--- src/rtl/alu_cmd_sequencer.sv ---
// Command FIFO + result register around the combinational 4-bit ALU.
// Commands are issued from the FIFO head; results leave on a valid/ready port.
module alu_cmd_sequencer #(
  parameter int unsigned DEPTH = 4,
  parameter int unsigned TAG_W = 8
) (
  input  logic                     clk,
  input  logic                     rst_n,
  input  logic                     in_valid,
  output logic                     in_ready,
  input  logic [3:0]               in_a,
  input  logic [3:0]               in_b,
  input  logic [1:0]               in_op,
  output logic [3:0]               alu_a,
  output logic [3:0]               alu_b,
  output logic [1:0]               alu_opcode,
  input  logic [4:0]               alu_result,
  output logic                     out_valid,
  input  logic                     out_ready,
  output logic [4:0]               out_result,
  output logic [1:0]               out_op,
  output logic [TAG_W-1:0]         out_tag,
  output logic [$clog2(DEPTH):0]   count
);

  localparam int unsigned AW = $clog2(DEPTH);
  localparam int unsigned CW = AW + 1;

  typedef struct packed {
    logic [3:0]       a;
    logic [3:0]       b;
    logic [1:0]       op;
    logic [TAG_W-1:0] tag;
  } cmd_t;

  cmd_t             mem [DEPTH];
  cmd_t             head;
  logic [AW-1:0]    wr_ptr;
  logic [AW-1:0]    rd_ptr;
  logic [TAG_W-1:0] tag_cnt;
  logic             push;
  logic             load;

  // Full blocks input even when a pop happens in the same cycle.
  assign in_ready = (count != CW'(DEPTH));
  assign push     = in_valid && in_ready;
  assign load     = (count != '0) && (!out_valid || out_ready);
  assign head     = mem[rd_ptr];

  always_comb begin
    alu_a      = '0;
    alu_b      = '0;
    alu_opcode = '0;
    if (count != '0) begin
      alu_a      = head.a;
      alu_b      = head.b;
      alu_opcode = head.op;
    end
  end

  // Storage array carries no reset; validity is tracked by the pointers.
  always_ff @(posedge clk) begin
    if (push) begin
      mem[wr_ptr] <= '{a: in_a, b: in_b, op: in_op, tag: tag_cnt};
    end
  end

  always_ff @(posedge clk) begin
    if (!rst_n) begin
      wr_ptr  <= '0;
      rd_ptr  <= '0;
      count   <= '0;
      tag_cnt <= '0;
    end else begin
      if (push) begin
        wr_ptr  <= wr_ptr + AW'(1);
        tag_cnt <= tag_cnt + TAG_W'(1);
      end
      if (load) begin
        rd_ptr <= rd_ptr + AW'(1);
      end
      case ({push, load})
        2'b10:   count <= count + CW'(1);
        2'b01:   count <= count - CW'(1);
        default: count <= count;
      endcase
    end
  end

  // Output slot: refill whenever free or being drained, else clear on handshake.
  always_ff @(posedge clk) begin
    if (!rst_n) begin
      out_valid  <= 1'b0;
      out_result <= '0;
      out_op     <= '0;
      out_tag    <= '0;
    end else if (load) begin
      out_valid  <= 1'b1;
      out_result <= alu_result;
      out_op     <= head.op;
      out_tag    <= head.tag;
    end else if (out_valid && out_ready) begin
      out_valid <= 1'b0;
    end
  end

endmodule

--- config.mk ---
export PLATFORM = sky130hd
export DESIGN_NAME = alu_cmd_sequencer
export DESIGN_NICKNAME = d
export VERILOG_FILES = /design/src/rtl/alu_cmd_sequencer.sv
export SDC_FILE = /design/constraint.sdc
export NUM_CORES = 1
export LEC_CHECK = 0
export CORE_AREA = 2 2 95 97
export CTS_CLUSTER_SIZE = 12
export DETAILED_ROUTE_END_ITERATION = 7
export DIE_AREA = 0 0 97 99
export MAX_ROUTING_LAYER = met4
export PLACE_DENSITY = 0.71
export SLEW_MARGIN = 40
export SYNTH_ARGS = -nofsm -noshare
export SYNTH_HDL_FRONTEND = slang
export SYNTH_SLANG_ARGS = --single-unit
export TNS_END_PERCENT = 50
--- constraint.sdc ---
create_clock -name clk -period 5.1 [get_ports clk]
set_clock_uncertainty 0.1 [all_clocks]
set_input_delay 0.765 -clock clk [delete_from_list [all_inputs] [get_ports clk]]
set_output_delay 0.765 -clock clk [all_outputs]
set_load 0.03 [all_outputs]
# --- Word level (Yosys, flattened, before mapping) ---
# Memories as Yosys holds them, arrays and structs flattened. A register that Yosys moved wholly into a read port is not among the register bits.
# Cells that the tools add are included.
word_totals:
  mem_bits_rw: 72
  reg_bits: 31
  memories: 1
  output_inout_bits: 30
  word_cells: 35
  inputBits: 19
memory_table:
  columns: ["name", "words", "word_bits", "read_ports", "rd_ports_with_merged_regs", "wr", "line", "rtl"]
  rows:
  - ["mem", 4, 18, 1, 1, 1, "36", "cmd_t mem [DEPTH];"]
classes:
  n_reduce_logical: 8
  add_sub_neg: 5
  n_eq_ne: 3
  muxes: 10
op_table:
  columns: ["op", "count"]
  rows:
  - ["adder 8 x 1 -> 8 bit, second input constant", 1]
  - ["2-to-1 mux 4 bit", 2]
  - ["2-to-1 mux 2 bit", 3]
  - ["case mux 3 bit (2 select lines)", 1]
  - ["adder 2 x 1 -> 2 bit, second input constant", 2]
  - ["2-to-1 mux 1 bit", 4]
  - ["nonzero test 2 bit", 2]
  - ["adder 3 x 1 -> 3 bit, second input constant", 1]
  - ["logical AND 1 bit", 3]
  - ["inequality test 3 bit, second input constant", 1]
  - ["nonzero test 3 bit", 1]
  - ["subtractor 3 x 1 -> 3 bit, second input constant", 1]
  - ["== test 2 x 1 -> 1 bit, second input constant", 1]
  - ["== test 2 bit, second input constant", 1]
  - ["zero test 1 bit", 1]
  - ["logical OR 1 bit", 1]

# --- Longest topological paths before layout ---
logic_depth:
  depth_word: 5
  depth_mapped: 10
  depth_no_buf: 9

# --- Worst setup path before layout ---
# Ideal clock, no wire load.
synth_path:
  kind: "input port to flip-flop"
  startpoint: "input out_ready"
  endpoint: "register count[2]"
  setup_time_ns: 0.070
  arrival_ns: 2.385
  slack_ns: 2.545
  stages: 10
  required_time_ns: 4.930
  n_path_buf: 2
  cell_sequence: "nor2b_1 clkbuf_1 nor2_1 buf_4 ha_1 inv_1 fa_1 xor2_1 or3_1 a21oi_1"
synth_via:
  elab_chain_len: 4
  word_cells_on_any_way: 6
synth_lines:
  columns: ["item", "line", "rtl"]
  rows:
  - ["start, declared", "19", "input logic out_ready,"]
  - ["logical OR 1 bit (*)", "47", "assign load = (count != '0) && (!out_valid || out_ready);"]
  - ["logical AND 1 bit (*)", "47", null]
  - ["named net load", "42", "logic load;"]
  - ["== test 2 x 1 -> 1 bit or == test 2 bit (tied branches)", "82", "case ({push, load})"]
  - ["case mux 3 bit (2 select lines) or nonzero test 2 bit (tied branches)", null, null]
  - ["end signal, assigned", "83", "2'b10: count <= count + CW'(1);"]
  - ["end signal, assigned", "84", "2'b01: count <= count - CW'(1);"]
  - ["end signal, assigned", "85", "default: count <= count;"]
  - ["end, declared", "23", "output logic [$clog2(DEPTH):0] count"]
# The timed path passes the listed nets; every way through them passes the cells marked *.
# A chain may end at the register's enable or synchronous reset.

==> flow_summary.toml <==
[detailed_routing]
vias = 2318
drt_wl_total_um = 7489
drt-initial-drc-count = 111
routed_via_density = 5.429
ant_nets = 0
wl_per_cell_um = 17.54
drc = 0
first_pass_iters = 4

[timing]
finalSetupViolCount = 0
slew_headroom = 0.5564
hold_violations = 0
slew_violations = 0
setup_tns_ps = 0
clock.fmax_ghz = 0.3046
max_slew.worst_pin.slew_ps = 661.8
rsz0062_at_grt = "false"
finalCritPeriodShare = 0.6437
hold_slack_ps = 372.9
period_minus_slack_ps = 3283

[grt]
grt_antenna_before_repair = 0
grt_max_degree = 20
grt_pass1_vias = 2390
gr-usage-all-layers = 0.1738
grt_pass1_wl_um = 12480
grt_overflow_total = 0

[finish]
final_common_cell = "edfxtp_1"
drive_gt1_frac = 0.1254
fill_cells = 665
fin_area_mm2 = 0.004927
antenna-diode-count = 0
final_cell_mix = "edfxtp_1, clkdlybuf4s50_1, dfxtp_1"
regArea_mm2 = 0.002824
syn2layout_area_growth_pct = 19.19
layout.nets = 340
multi_input_area_mm2 = 0.001216
utilization = 0.5762

[clock_tree]
tritoncts = "done"
cts_buffers = 9
clk_pin_slew_ps = 100
postCtsHoldBufs = 0
cts_setup_buffers = 0
cts_resized = 0
h-tree-depth = 3
clk_latency_ps = 360
clock-root-buffer = "clkbuf_8"
clockBufferDepth = 2
cts_sinks = 105

[synthesis]
synth.top_cell.area_share = 0.5230
synth_seq_cells = 105
syn-mean-instance-area_um2 = 15.66
synth-seq-area-share = 0.6828
yosysWarnings = 0
synth_area_mm2 = 0.004134
syn_nets = 290
yosys-top-cells-area = "edfxtp_1, dfxtp_1, mux4_2, mux4_1, o2bb2ai_1"
synth_top_area_cell = "edfxtp_1"
ys_types = 33
netlist_instances = 264

[pwr]
ir_drop_uv = 266.6
total_leakage_power_nw = 1.635
cellPowerDensity_mw_per_mm2 = 541.4

[worst_setup_path]
worst-path-buf-inv = 2
path_delay_family = "buffers and inverters"
crit_chain = "buf_4, mux4_1, and2_1, clkdlybuf4s50_1"
crit_slowest_cell = "dfxtp_1"
crit_path_start_kind = "flop"
crit_type = "flop to output pin"
worstPathMaxFanout = 13
arrival_ps = 2420
cp-end-kind = "output pin"
slowest_delay_ps = 720
crit_required_ps = 4240

[die]
io_pins = 49
fp.dieW_um = 97
start_util = 0.4835
rows = 34
die_y_um = 99
die-area_mm2 = 0.009603
core_area_mm2 = 0.008551

[placed_design]
place_congestion = 0.7060
port_buffers = 48
dp_hpwl_um = 4736
placed_cell_area_mm2 = 0.004703

[outcome]
status = "finished clean"

[run]
cap_violations = 0

[min_path]
hold_path.class = "flop to flop"
-- final timing paths --
kind | start | end | slack, ps | cells past startpoint
max reg2reg | count[2] | count[2] | 2430 | 9
max | flop | alu_opcode[1] | 1820 | 4
min reg2reg | out_tag[7] | out_tag[7] | 370 | 2
min | out_tag[7] | out_tag[7] | 370 | 2
-- metrics by stage --
step	instances	total power, mW	setup WS (ps)
floorplan	264	1.804	2545
global placement	411	2.135	1838
detailed placement	411	2.149	2003
CTS	427	2.680	1778
global route	427	2.811	1692
finish	427	2.668	1817
-- logic make-up (layout without fill, tap and decap cells) --
| family | Yosys count | count (layout) | share of synthesized area |
|---|---|---|---|
| mux | 22 | 22 | 0.1132 |
| compound gates | 41 | 41 | 0.06053 |
| buf+inv | 21 | 76 | 0.02603 |
| fa+ha+maj | 7 | 7 | 0.02300 |
| flops | 105 | 105 | 0.6828 |
| xor+xnor | 2 | 2 | 0.004238 |
| simple gates | 66 | 66 | 0.09019 |
-- metal layers --
layer | GRT usage | up-vias | part of all wire
li1 | - | 1110 | -
met1 | 0.2208 | 1138 | 0.43
met2 | 0.2842 | 59 | 0.51
met3 | 0.03050 | 11 | 0.046
met4 | 0.06284 | 0 | 0.017
met5 | - | - | 0
-- flip-flops by register name, indices dropped and copies added, names as in the netlist, 2 cells and up, named ones only --
| signal | flops |
|---|---|
| mem | 72 |
| out_tag | 8 |
| tag_cnt | 8 |
| out_result | 5 |
| count | 3 |
| out_op | 2 |
| rd_ptr | 2 |
| wr_ptr | 2 |
-- tightest hold or removal path, cell delays in order (launching register included) --
cell and delay, ps:
dfxtp_1 320, nand2_1 60, o2bb2ai_1 60
-- power by group --
part           internal, mW  leakage [nW]  switching, mW
sequential             1.05         0.937          0.103
combinational         0.436         0.596          0.542
clock                 0.276         0.101          0.265
-- synth_stat cells --
| cell type | count |
|---|---|
| buf_2 | 4 |
| inv_2 | 2 |
| dfxtp_1 | 33 |
| nand2b_1 | 5 |
| buf_6 | 2 |
| o31ai_1 | 3 |
| inv_1 | 6 |
| and3_2 | 4 |
| fa_1 | 1 |
| xor2_1 | 2 |
| a21oi_1 | 17 |
| o21ai_0 | 11 |
| or4_1 | 3 |
| buf_1 | 1 |
| nor2_1 | 4 |
| nand2_1 | 16 |
| or3_1 | 4 |
| clkbuf_2 | 1 |
| nor2b_1 | 1 |
| nand3_1 | 14 |
| buf_4 | 2 |
| nor3b_2 | 1 |
| edfxtp_1 | 72 |
| mux2i_1 | 4 |
| nor3_1 | 1 |
| and2_1 | 10 |
| clkbuf_1 | 3 |
| nor4_2 | 1 |
| mux4_2 | 12 |
| mux4_1 | 6 |
| nor3_2 | 2 |
| ha_1 | 6 |
| o2bb2ai_1 | 10 |
-- area by class of cell --
| cell class | count | share of cell area |
|---|---|---|
| flip-flops and latches | 105 | 0.5731 |
| multi-input cells | 138 | 0.2468 |
| repair buffers | 52 | 0.1036 |
| well taps | 108 | 0.02743 |
| clock buffers | 11 | 0.02666 |
| clock inverters | 5 | 0.01625 |
| inverters | 8 | 0.006094 |
No activity file was read; power rests on OpenSTA's default activity.
